$ cat src/rtl/mux_pkg.sv
// Shared definitions for the N:1 registered arbitrating multiplexer.
// Holds the selection-mode encodings and a constant-foldable ceil(log2) helper.
package mux_pkg;

   localparam logic MODE_FIXED = 1'b0;
   localparam logic MODE_RR    = 1'b1;

   // Used only at elaboration time to size channel-index ports.
   function automatic int clog2(input int n);
      int r;
      r = 0;
      for (int i = 0; i < 31; i++) begin
         if ((1 << i) < n) begin
            r = i + 1;
         end
      end
      return r;
   endfunction

endpackage

$ cat src/rtl/rr_grant.sv
// Combinational rotating-priority encoder built on a double-width masked request vector.
// In fixed mode the rotation base is forced to 0, so the same scan gives ch0-highest priority.
module rr_grant
   import mux_pkg::*;
#(
   parameter int NUM_CH = 4,
   parameter int SEL_W  = clog2(NUM_CH)
) (
   input  logic [NUM_CH-1:0] req,
   input  logic [SEL_W-1:0]  ptr,
   input  logic              mode,
   output logic [NUM_CH-1:0] gnt_onehot,
   output logic [SEL_W-1:0]  gnt_idx,
   output logic              gnt_any
);

   logic [SEL_W-1:0]    base;
   logic [2*NUM_CH-1:0] req_dbl;
   logic [2*NUM_CH-1:0] mask_dbl;
   logic [2*NUM_CH-1:0] masked;

   assign base    = (mode == MODE_RR) ? ptr : '0;
   assign req_dbl = {req, req};

   // Lower copy keeps only positions at or above the base; the upper copy
   // supplies the wrapped-around requests, so the lowest set bit is the winner.
   always_comb begin
      mask_dbl = '0;
      for (int i = 0; i < 2*NUM_CH; i++) begin
         mask_dbl[i] = (i >= int'(base));
      end
   end

   assign masked = req_dbl & mask_dbl;

   always_comb begin
      gnt_any    = 1'b0;
      gnt_idx    = '0;
      gnt_onehot = '0;
      for (int i = 2*NUM_CH-1; i >= 0; i--) begin
         if (masked[i]) begin
            gnt_any = 1'b1;
            gnt_idx = SEL_W'(i % NUM_CH);
         end
      end
      if (gnt_any) begin
         gnt_onehot = NUM_CH'(1) << gnt_idx;
      end
   end

endmodule

$ cat src/rtl/mux_rr_arb.sv
// N-channel registered multiplexer with valid/ready handshake and built-in
// fixed-priority or round-robin arbitration; one-cycle latency, full throughput.
module mux_rr_arb
   import mux_pkg::*;
#(
   parameter int WIDTH  = 24,
   parameter int NUM_CH = 4,
   parameter int SEL_W  = clog2(NUM_CH)
) (
   input  logic                    Clock,
   input  logic                    ResetN,
   input  logic                    Mode,
   input  logic [NUM_CH-1:0]       InValid,
   input  logic [NUM_CH*WIDTH-1:0] InData,
   output logic [NUM_CH-1:0]       InReady,
   output logic                    OutValid,
   output logic [WIDTH-1:0]        OutData,
   output logic [SEL_W-1:0]        OutSel,
   input  logic                    OutReady
);

   logic [NUM_CH-1:0] gnt_onehot;
   logic [SEL_W-1:0]  gnt_idx;
   logic              gnt_any;
   logic              load;
   logic [WIDTH-1:0]  sel_data;

   logic              vld_p1;
   logic [WIDTH-1:0]  data_p1;
   logic [SEL_W-1:0]  sel_p1;
   logic [SEL_W-1:0]  ptr_p1;

   rr_grant #(
      .NUM_CH (NUM_CH),
      .SEL_W  (SEL_W)
   ) u_rr_grant (
      .req        (InValid),
      .ptr        (ptr_p1),
      .mode       (Mode),
      .gnt_onehot (gnt_onehot),
      .gnt_idx    (gnt_idx),
      .gnt_any    (gnt_any)
   );

   // The slot can take a new word when it is empty or being drained this edge.
   assign load     = !vld_p1 || OutReady;
   assign sel_data = InData[int'(gnt_idx)*WIDTH +: WIDTH];

   // Gating with ResetN keeps every producer idle while reset is held.
   assign InReady  = gnt_onehot & {NUM_CH{load & ResetN}};

   // ---- stage p0 -> p1: output register and round-robin pointer ----
   always_ff @(posedge Clock or negedge ResetN) begin
      if (!ResetN) begin
         vld_p1  <= 1'b0;
         data_p1 <= '0;
         sel_p1  <= '0;
         ptr_p1  <= '0;
      end else if (load) begin
         if (gnt_any) begin
            vld_p1  <= 1'b1;
            data_p1 <= sel_data;
            sel_p1  <= gnt_idx;
            if (Mode == MODE_RR) begin
               ptr_p1 <= (gnt_idx == SEL_W'(NUM_CH-1)) ? '0 : gnt_idx + 1'b1;
            end
         end else begin
            vld_p1 <= 1'b0;
         end
      end
   end

   assign OutValid = vld_p1;
   assign OutData  = data_p1;
   assign OutSel   = sel_p1;

endmodule
$ cat config.mk
export PLATFORM = sky130hd
export DESIGN_NAME = mux_rr_arb
export DESIGN_NICKNAME = d
export VERILOG_FILES = /design/src/rtl/mux_pkg.sv /design/src/rtl/rr_grant.sv /design/src/rtl/mux_rr_arb.sv
export SDC_FILE = /design/constraint.sdc
export NUM_CORES = 1
export LEC_CHECK = 0
export CAP_MARGIN = 20
export CORE_MARGIN = 2
export CORE_UTILIZATION = 60
export DETAILED_ROUTE_END_ITERATION = 10
export DONT_BUFFER_PORTS = 1
export PLACE_DENSITY_LB_ADDON = 0.12
export SYNTH_ARGS = -nofsm -noshare
export SYNTH_HDL_FRONTEND = slang
export SYNTH_SLANG_ARGS = --single-unit
$ cat constraint.sdc
create_clock -name Clock -period 3.2 [get_ports Clock]
set_input_delay 0.48 -clock Clock [delete_from_list [all_inputs] [get_ports Clock]]
set_output_delay 0.48 -clock Clock [all_outputs]
set_load 0.03 [all_outputs]
======== Word-level counts from Yosys, hierarchy flattened ========
Index checks and enable logic that the tools add are counted.
word-level totals
  latch bits .............................. 0
  output and inout port bits .............. 31
  logic and storage cells ................. 39
  bits of input ports ..................... 104
  memory bits (writable) .................. 0
  memory bits (read-only) ................. 0
  memories ................................ 0
  flip-flop bits (word level) ............. 29
operators by class
  $add $sub $neg .......................... 1
  $lt $le $gt $ge ......................... 3
  multiply operators ...................... 1
  divide/modulo/power cells ............... 0
  bitwise operators ....................... 3
  shift-type cells ........................ 2
  eq/ne operators ......................... 1
  reductions and logical operators ........ 4
  muxes and demuxes ....................... 20
operator list
  kind                                                                   count
  96-bit by 8-bit variable part select with 24-bit output                1
  2-bit 2-to-1 mux                                                       10
  1-bit 2-to-1 mux                                                       9
  8-bit bitwise AND                                                      1
  4-bit bitwise AND                                                      1
  1-bit by 2-bit >= comparator with 1-bit output (first input constant)  2
  2-bit by 2-bit multiplier with 4-bit output (second input constant)    1
  4-bit 2-to-1 mux                                                       1
  1-bit by 2-bit left shift with 4-bit output (first input constant)     1
  3-bit AND reduction                                                    1
  2-bit by 1-bit adder with 2-bit output (second input constant)         1
  2-bit equality test (second input constant)                            1
  2-bit >= comparator (first input constant)                             1
  2-bit AND reduction                                                    1
  1-bit bitwise AND                                                      1
  1-bit zero test                                                        1
  1-bit logical OR                                                       1

======== Logic depth before layout (Yosys ltp) ========
Gate-level depths: netlist of run 1.
  word-level depth ........................ 14
  gate-level depth with buffers ........... 7
  mapped depth without buffers ............ 5

======== Modules after synthesis ========
Synthesis of run 1 repeated with hierarchy kept, for this count alone.
second synthesis, totals
  cells, all modules ...................... 115
  area total of the unflattened synthesis .. 1846.8 sq um
by module, submodules not included
  module      instances  area an instance (sq um)  cells an instance
  mux_rr_arb  1          1731.7                    99
  rr_grant    1          115.1                     16

======== Worst setup path before layout of run 1 ========
No wires, ideal clock.
  path kind ............................... input to output
  start ................................... in InValid[1]
  end ..................................... out InReady[1]
  arrival ................................. 2163 ps
  cell stages on the path ................. 6
  setup slack ............................. 557 ps
  cell sequence ........................... a21bo_2 -> a311oi_2 -> buf_6 -> nand2_8 -> buf_6 -> nor3b_1
between the ends
  word-level cells in the longest chain between the ends .. 10
  elaborated cells between the ends (all ways) .. 16
ends and longest elaborated chain
  what                                         RTL line          text
  from (decl)                                  mux_rr_arb.sv:13  input logic [NUM_CH-1:0] InValid,
  8-bit bitwise AND *                          rr_grant.sv:34    assign masked = req_dbl & mask_dbl;
  2-bit 2-to-1 mux (6 in a row)                rr_grant.sv:41    if (masked[i]) begin
  1-bit by 2-bit left shift with 4-bit output  rr_grant.sv:47    gnt_onehot = NUM_CH'(1) << gnt_idx;
  4-bit 2-to-1 mux *                           rr_grant.sv:46    if (gnt_any) begin
  4-bit bitwise AND *                          mux_rr_arb.sv:50  assign InReady = gnt_onehot & {NUM_CH{load & ResetN}};
  to (decl)                                    mux_rr_arb.sv:15  output logic [NUM_CH-1:0] InReady,
Every way passes the cells marked *; elsewhere a longest branch is shown, timed or not.

======== Worst setup path in the final report of run 1 ========
  start ................................... reg ptr_p1[1]
  end ..................................... out InReady[3]
between the ends
  word-level cells in the longest chain between the ends .. 9
  elaborated cells between the ends (all ways) .. 14
ends and longest elaborated chain
  what                                         RTL line          text
  from (decl)                                  mux_rr_arb.sv:31  logic [SEL_W-1:0] ptr_p1;
  from (signal assigned)                       mux_rr_arb.sv:65  ptr_p1 <= (gnt_idx == SEL_W'(NUM_CH-1)) ? '0 : gnt_idx + 1'b1;
  2-bit 2-to-1 mux *                           rr_grant.sv:22    assign base = (mode == MODE_RR) ? ptr : '0;
  2-bit >= comparator                          rr_grant.sv:30    mask_dbl[i] = (i >= int'(base));
  8-bit bitwise AND *                          rr_grant.sv:34
  2-bit 2-to-1 mux (3 in a row)                rr_grant.sv:41
  1-bit by 2-bit left shift with 4-bit output  rr_grant.sv:47
  4-bit 2-to-1 mux *                           rr_grant.sv:46
  4-bit bitwise AND *                          mux_rr_arb.sv:50
Marked as above.

==> metrics.md, run 1 <==
| Metric | Value |
|---|---|
| Maxcap violations | `0` |
| Final min period | `2.831 ns` |
| Static leakage | `0.9328 nW` |
| R2r startpoint | `ptr_p1[1]$_DFFE_PN0P_` |
| Hold Path Class | `in -> reg` |
| Setup CP Type | `reg -> out` |
| First-pass GRT wire length | `6.679 mm` |
| Sequential share of power | `54.5%` |
| Cell Int Power | `0.7343 mW` |
| #FFs+latches synth | `29` |
| Combinational power share | `28.3%` |
| Synth Area in Compound Gates | `15.13%` |
| Core Footprint | `2805 µm²` |
| Largest family of logic cells by synthesized area | `multiplexers` |
| Gr busiest metal | `met2` |
| Total Wirelength | `4.458 mm` |
| Die width | `58.93 µm` |
| Levels on crit path | `6` |
| Rel. slew slack | `45.67%` |
| Commonest cells in the netlist | `mux2i_1 (48), nand2_1 (33), dfrtp_1 (29)` |
| Final worst path period share | `88.47%` |
| Crit Path Max Fanout | `26` |
| Main area contributors after synthesis | `dfrtp_1 (40%), mux2i_1 (27%), o221ai_1 (12%), nand2_1 (6.8%), buf_6 (3.1%)` |
| CP endpoint | `InReady[3]` |
| R2R Setup Slk | `1.05 ns` |
| Count leader, synth | `mux2i_1` |
| Met1 usage | `29.93%` |
| CTS tree | `built` |
| EDFF count, synth | `0` |
| Vias per cell | `7.005` |
| Unique masters post-synth | `25` |
| Setup Fix Bufs, Post-CTS | `0` |
| Slowest stage cell, crit path | `buf_4` |
| Placed cell count | `193` |
| Simple-Gate Fraction of Synth Area | `11.26%` |
| Register-to-Register Path Depth | `5` |
| Xor-xnor portion of the synthesized cell area | `0%` |
| Arrival time worst endpoint | `2.35 ns` |
| Initial DRC Count | `129` |
| Cell count after synthesis | `170` |
| Initial antenna violation count | `0` |
| Cell Count, Final, Fillers Out | `203` |
| Routability cong. | `0.7350` |
| DPL Wire Length | `3.202 mm` |
| Critical Path Sink Type | `primary output` |
| Post-Route Skew | `0.005747 ns` |
| Overall routing resource usage | `26.08%` |
| DRC viols | `9` |
| Data required, critical path | `2.72 ns` |
| Number of routed nets with antenna violations | `0` |
| Most used cell, CP | `buf_4` |
| Synth Warn # | `0` |
| Switching share of power | `43.93%` |
| Largest net degree at the start of global routing | `30` |
| N_diodes | `0` |
| CP peak stage delay | `0.47 ns` |
| NumNets Final | `277` |
| Cell chain of the critical path | `a21bo_2 -> a311oi_4 -> buf_4 -> inv_1 -> nor3_1 -> buf_4` |
| Standard-cell row count | `19` |
| Post-Layout Inst Area | `1907 µm²` |
| Avg Cell Area, Syn | `10.65 µm²` |
| Buf/Inv on CP | `3` |
| Cts bufs inserted | `5` |
| Syn Nets | `275` |
| Net switching power | `0.5753 mW` |
| Die area | `3473 µm²` |
| Clock Power Share | `17.2%` |
| Crit-path leading delay family | `buffers and inverters` |
| R2r endpoint | `OutData[17]$_DFFE_PN0P_` |
| Synth Cell Area | `1810 µm²` |
| Setup violators final | `0` |
| Die Y | `58.93 µm` |
| Total negative slack | `0 ns` |
| Worst-margin pin slew | `0.8149 ns` |
| Pwr per Cell Area | `686.8 nW/µm²` |
| Number of H-tree levels | `2` |
| Initial Utilization | `64.54%` |
| Drt first pass iters | `8` |
| Mux share of post-synthesis cell area | `27.78%` |
| Bufs on Longest Clock Path | `2` |
| Peak VDD IR | `0.0004355 V` |
| Clock Pin Slew Worst Setup and Hold Paths | `0.08 ns` |
| Clk sinks | `29` |
| Share of cells above drive strength 1 | `9.884%` |
| Cell taking the most area after synthesis | `dfrtp_1` |
| Top cell type's share of synthesized area | `40.08%` |
| Startpoint types | `register` |
| P&R area growth vs syn | `5.321%` |
| Post-place instance area | `1807 µm²` |
| I/O pins | `135` |
| Number of fill cells in the layout | `233` |
| Vias post-DR | `1422` |
| Clock latency on the worst-skew pair | `0.32 ns` |
| Violated checks | `design-rule violations` |
| F_max | `353.2 MHz` |
| Synth Area in Adders | `0.6911%` |
| Routed len/inst | `21.96 µm` |
| Met3 Usage GRT | `10.33%` |
| Clock root buffer | `clkbuf_4` |
| Overflow after GRT | `0` |
| Ys flop type | `dfrtp_1` |
| Via count of the first global-routing pass | `1477` |
| Max Slew Vio Count | `0` |
| Unrepaired setup endpoints after global routing | `false` |
| PortBufs | `0` |
| Final hold vios | `0` |
| Post-synth ARST share | `100.0%` |
| Final hold slack | `0.3329 ns` |
| Sequential area share after synthesis | `40.08%` |
| Status | `finished, violations left` |
| Crit path launch | `ptr_p1[1]$_DFFE_PN0P_` |
| Post_cts resized | `0` |
| GR Util met2 | `44.92%` |
==> how the worst min path moves through the flow <==
stage                     cells past startpoint                 endpoint        from
final                                         2     OutValid$_DFFE_PN0N_  InValid[3]
after global routing                          2     OutValid$_DFFE_PN0N_  InValid[3]
after CTS                                     2     OutValid$_DFFE_PN0N_  InValid[3]
after detailed placement                      0  OutData[18]$_DFFE_PN0P_      ResetN
after global placement                        0    OutSel[1]$_DFFE_PN0P_      ResetN
after floorplan                               0   OutData[0]$_DFFE_PN0P_      ResetN
==> cell families (layout without fill, tap and decap cells) <==
| family | Yosys count | count (layout) |
|---|---|---|
| AO/OA/AOI/OAI | 32 | 32 |
| adder cells (fa/ha/maj) | 1 | 1 |
| buffers and inverters | 14 | 16 |
| flip-flops | 29 | 29 |
| multiplexers | 50 | 50 |
| AND/OR/NAND/NOR | 44 | 44 |
==> sequential cells by signal, indices dropped and copies added (netlist names) <==
signal    flops
OutSel        2
ptr_p1        2
OutData      24
OutValid      1
==> through the flow <==
step / util [%] / power (mW) / setup slack, ns
after global placement: 64.41 / 1.060 / 0.7384
final: 67.98 / 1.310 / 0.3690
after global routing: 67.98 / 1.388 / 0.1937
after floorplan: - / 1.022 / 0.5569
after CTS: 67.44 / 1.315 / 0.3747
after detailed placement: 64.41 / 1.081 / 0.6717
==> repair_timing <==
item / 4_1_cts / 5_1_grt
endpoints found under the setup margin: 0 / 0
hold buffers: 2 / 0
endpoints found under the hold margin: 29 / 0
==> metal layers <==
layer  wire length (µm)  up-vias
met5                  0        -
met4                 38        0
met3                544        4
met2               2314      104
met1               1561      658
li1                   -      656
==> cell usage in the layout, fill, tap and decap left out, drive strengths merged <==
master and count:
a21bo 1, a21o 2, a21oi 1, a311oi 1, and3 1, and4b 1, buf 6, clkbuf 7
dfrtp 29, dlygate4sd3 1, ha 1, inv 2, mux2 2, mux2i 48, nand2 34, nand3 2
nand4 1, nor2 1, nor3 2, nor3b 1, nor4 1, o2111ai 1, o21ai 2, o221ai 24
==> final cells by class <==
type | count | area, µm² | share of cell area (%)
clock buffers | 7 | 55.05 | 2.887
repair buffers | 7 | 75.07 | 3.937
inverters | 2 | 7.507 | 0.3937
flip-flops and latches | 29 | 725.7 | 38.06
multi-input cells | 127 | 1005 | 52.69
well taps | 31 | 38.79 | 2.034
==> power groups by stage <==
stage          combinational, mW  sequential (mW)  clock, mW
6_report                   0.371            0.714      0.225
5_1_grt                    0.411            0.727      0.250
4_1_cts                    0.370            0.716      0.230
3_5_place_dp               0.359            0.721          0
3_3_place_gp               0.342            0.718          0
2_1_floorplan              0.326            0.696          0
Note: power is estimated with default switching activity, not from simulation.
==> run 2, diff against run 1 <==
CORE_ASPECT_RATIO = 1.2   (was not set)
CORE_UTILIZATION = 56   (was 60)
clock period = 2.6 ns   (was 3.2 ns; I/O delays follow)
==> metrics.md, run 2 (same netlist as run 1, synthesis figures left out) <==
| Metric | Value |
|---|---|
| Core Footprint | `3083 µm² (was 2805 µm²)` |
| Total Wirelength | `4.469 mm (was 4.458 mm)` |
| Max Slew Vio Count | `0 (unchanged)` |
| DPL Wire Length | `3.334 mm (was 3.202 mm)` |
| Die width | `55.91 µm (was 58.93 µm)` |
| Sequential share of power | `53.8% (was 54.5%)` |
| First-pass GRT wire length | `6.996 mm (was 6.679 mm)` |
| Most used cell, CP | `buf_4 (unchanged)` |
| Final worst path period share | `93.36%` |
| Overall routing resource usage | `24.73% (was 26.08%)` |
| Overflow after GRT | `0 (unchanged)` |
| Critical Path Sink Type | `primary output (unchanged)` |
| CP peak stage delay | `0.43 ns (was 0.47 ns)` |
| Slowest stage cell, crit path | `dfrtp_1 (was buf_4)` |
| Vias per cell | `6.850 (was 7.005)` |
| R2r startpoint | `ptr_p1[1]$_DFFE_PN0P_ (unchanged)` |
| I/O pins | `135 (unchanged)` |
| N_diodes | `0 (unchanged)` |
| Initial Utilization | `58.73% (was 64.54%)` |
| P&R area growth vs syn | `8.431% (was 5.321%)` |
| Die Y | `66.29 µm (was 58.93 µm)` |
| Total power | `1.633 mW (was 1.310 mW)` |
| Bufs on Longest Clock Path | `2 (unchanged)` |
| Cell Int Power | `0.9251 mW (was 0.7343 mW)` |
| Standard-cell row count | `22 (was 19)` |
| Initial DRC Count | `70 (was 129)` |
| Cts bufs inserted | `5 (unchanged)` |
| CTS tree | `built (unchanged)` |
| Setup CP Type | `reg -> out (unchanged)` |
| Hold Path Class | `in -> reg (unchanged)` |
| Routability cong. | `0.7310 (was 0.7350)` |
| Clock Pin Slew Worst Setup and Hold Paths | `0.07 ns (was 0.08 ns)` |
| Largest net degree at the start of global routing | `30 (unchanged)` |
| Switching share of power | `43.35% (was 43.93%)` |
| Cell chain of the critical path | `and4b_1 -> a311oi_4 -> buf_4 -> buf_8 -> inv_1 -> nor3_2 -> buf_4 (was a21bo_2 -> a311oi_4 -> buf_4 -> inv_1 -> nor3_1 -> buf_4)` |
| Startpoint types | `register (unchanged)` |
| Final hold vios | `0 (unchanged)` |
| Die area | `3706 µm² (was 3473 µm²)` |
| Setup violators final | `0 (unchanged)` |
| PortBufs | `0 (unchanged)` |
| Net switching power | `0.7078 mW (was 0.5753 mW)` |
| Rel. slew slack | `65.55% (was 45.67%)` |
| Data required, critical path | `2.21 ns (was 2.72 ns)` |
| Layout Utilization | `63.68% (was 67.98%)` |
| Final min period | `2.427 ns` |
| Combinational power share | `29.9% (was 28.3%)` |
| Clock Power Share | `16.3% (was 17.2%)` |
| Clock latency on the worst-skew pair | `0.32 ns (about the same)` |
| Total negative slack | `0 ns (unchanged)` |
| Unrepaired setup endpoints after global routing | `false (unchanged)` |
| NumNets Final | `283 (was 277)` |
| Drt first pass iters | `5 (was 8)` |
| Final worst slack | `0.1727 ns (was 0.3690 ns)` |
| Max reg flops | `24 (unchanged)` |
| Routed len/inst | `20.88 µm (was 21.96 µm)` |
| Maxcap violations | `0 (unchanged)` |
| Hold path start | `InValid[3] (unchanged)` |
| Peak VDD IR | `0.0005155 V (was 0.0004355 V)` |
| Status | `finished, final reports clean (was finished, violations left)` |
| Initial antenna violation count | `0 (unchanged)` |
| Cell Count, Final, Fillers Out | `214 (was 203)` |
| Share of cells above drive strength 1 | `13.48% (was 9.884%)` |
| Vias post-DR | `1466 (was 1422)` |
| Pwr per Cell Area | `831.8 nW/µm² (was 686.8 nW/µm²)` |
| F_max | `412.0 MHz` |
| Setup slack after placement | `0.3517 ns (was 0.6717 ns)` |
| Crit path launch | `ptr_p1[1]$_DFFE_PN0P_ (unchanged)` |
| Most common cell after layout, fill and taps aside | `mux2i_1 (unchanged)` |
| Static leakage | `0.9612 nW (was 0.9328 nW)` |
| DRC viols | `0 (was 9)` |
| Placed cell count | `204 (was 193)` |
| Crit Path Max Fanout | `14 (was 26)` |
| Worst-margin pin slew | `0.5120 ns (was 0.8149 ns)` |
| Arrival time worst endpoint | `2.04 ns (was 2.35 ns)` |
| Number of H-tree levels | `2 (unchanged)` |
| Post-Route Skew | `0.01054 ns (was 0.005747 ns)` |
| Number of routed nets with antenna violations | `0 (unchanged)` |
| Clk sinks | `29 (unchanged)` |
| Most frequent cells in the layout | `mux2i_1 (48), nand2_1 (33), dfrtp_1 (29) (unchanged)` |
| Via count of the first global-routing pass | `1499 (was 1477)` |
| Clock root buffer | `clkbuf_4 (unchanged)` |
-- run 2: cell types whose count changed in the layout (fill, tap and decap cells not counted), sizes merged --
cell / delta
buf: +6
-- run 2: final timing paths --
| kind | end | slack (ns) | cells past startpoint |
|---|---|---|---|
| min in group asynchronous | OutData[13]$_DFFE_PN0P_ | 0.53 | 2 |
| worst max-delay path | InReady[3] | 0.17 | 7 |
| worst min register to register | ptr_p1[0]$_DFFE_PN0P_ | 0.59 | 1 |
| worst min-delay path | OutValid$_DFFE_PN0N_ | 0.22 | 2 |
| worst max register to register | OutData[0]$_DFFE_PN0P_ | 0.67 | 7 |
| max in group asynchronous | OutData[23]$_DFFE_PN0P_ | 1.91 | 2 |
-- run 2: per-layer routing --
| layer | GRT usage [%] | vias up | share of wire (%) |
|---|---|---|---|
| met2 | 45.24 | 94 | 53 |
| met1 | 26.12 | 703 | 37 |
| met5 | 0 | - | 0 |
| met3 | 8.806 | 6 | 9.4 |
| li1 | - | 663 | - |
| met4 | 9.226 | 0 | 1.4 |
-- run 2: worst max-delay path: cells and delay by family, from the launching register on --
| kind | cells | cell delay [ns] |
|---|---|---|
| buffers and inverters | 4 | 0.64 |
| flip-flops | 1 | 0.43 |
| AND/OR/NAND/NOR | 2 | 0.41 |
| AO/OA/AOI/OAI | 1 | 0.25 |
-- run 2: through the flow --
stage | hold WS, ns | instance area, µm²
floorplan | 0.09441 | 1810
global placement | 0.09526 | 1858
detailed placement | 0.09524 | 1858
CTS | 0.1963 | 1947
global route | 0.1949 | 1963
finish | 0.2215 | 1963
-- run 2: power groups by stage --
stage	Sequential [mW]	Combinational [mW]	Clock (mW)
3_5_place_dp	0.890	0.466	0
3_3_place_gp	0.882	0.445	0
5_1_grt	0.894	0.537	0.301
4_1_cts	0.882	0.483	0.279
6_report	0.879	0.488	0.266
2_1_floorplan	0.856	0.401	0
-- run 2: layout make-up --
type / instances / area (µm²)
Fill cell: 246 / 1120
Inverter: 2 / 7.507
Sequential cell: 29 / 725.7
Tap cell: 36 / 45.04
Timing Repair Buffer: 13 / 120.1
Clock buffer: 7 / 55.05
Multi-Input combinational cell: 127 / 1010
-- run 2: timing repair --
item,4_1_cts,5_1_grt
buffers inserted,0,1
hold buffers,2,0
pin swaps,0,1
setup endpoints to repair,1,2
hold endpoints to repair,29,0
resized for setup,1,2
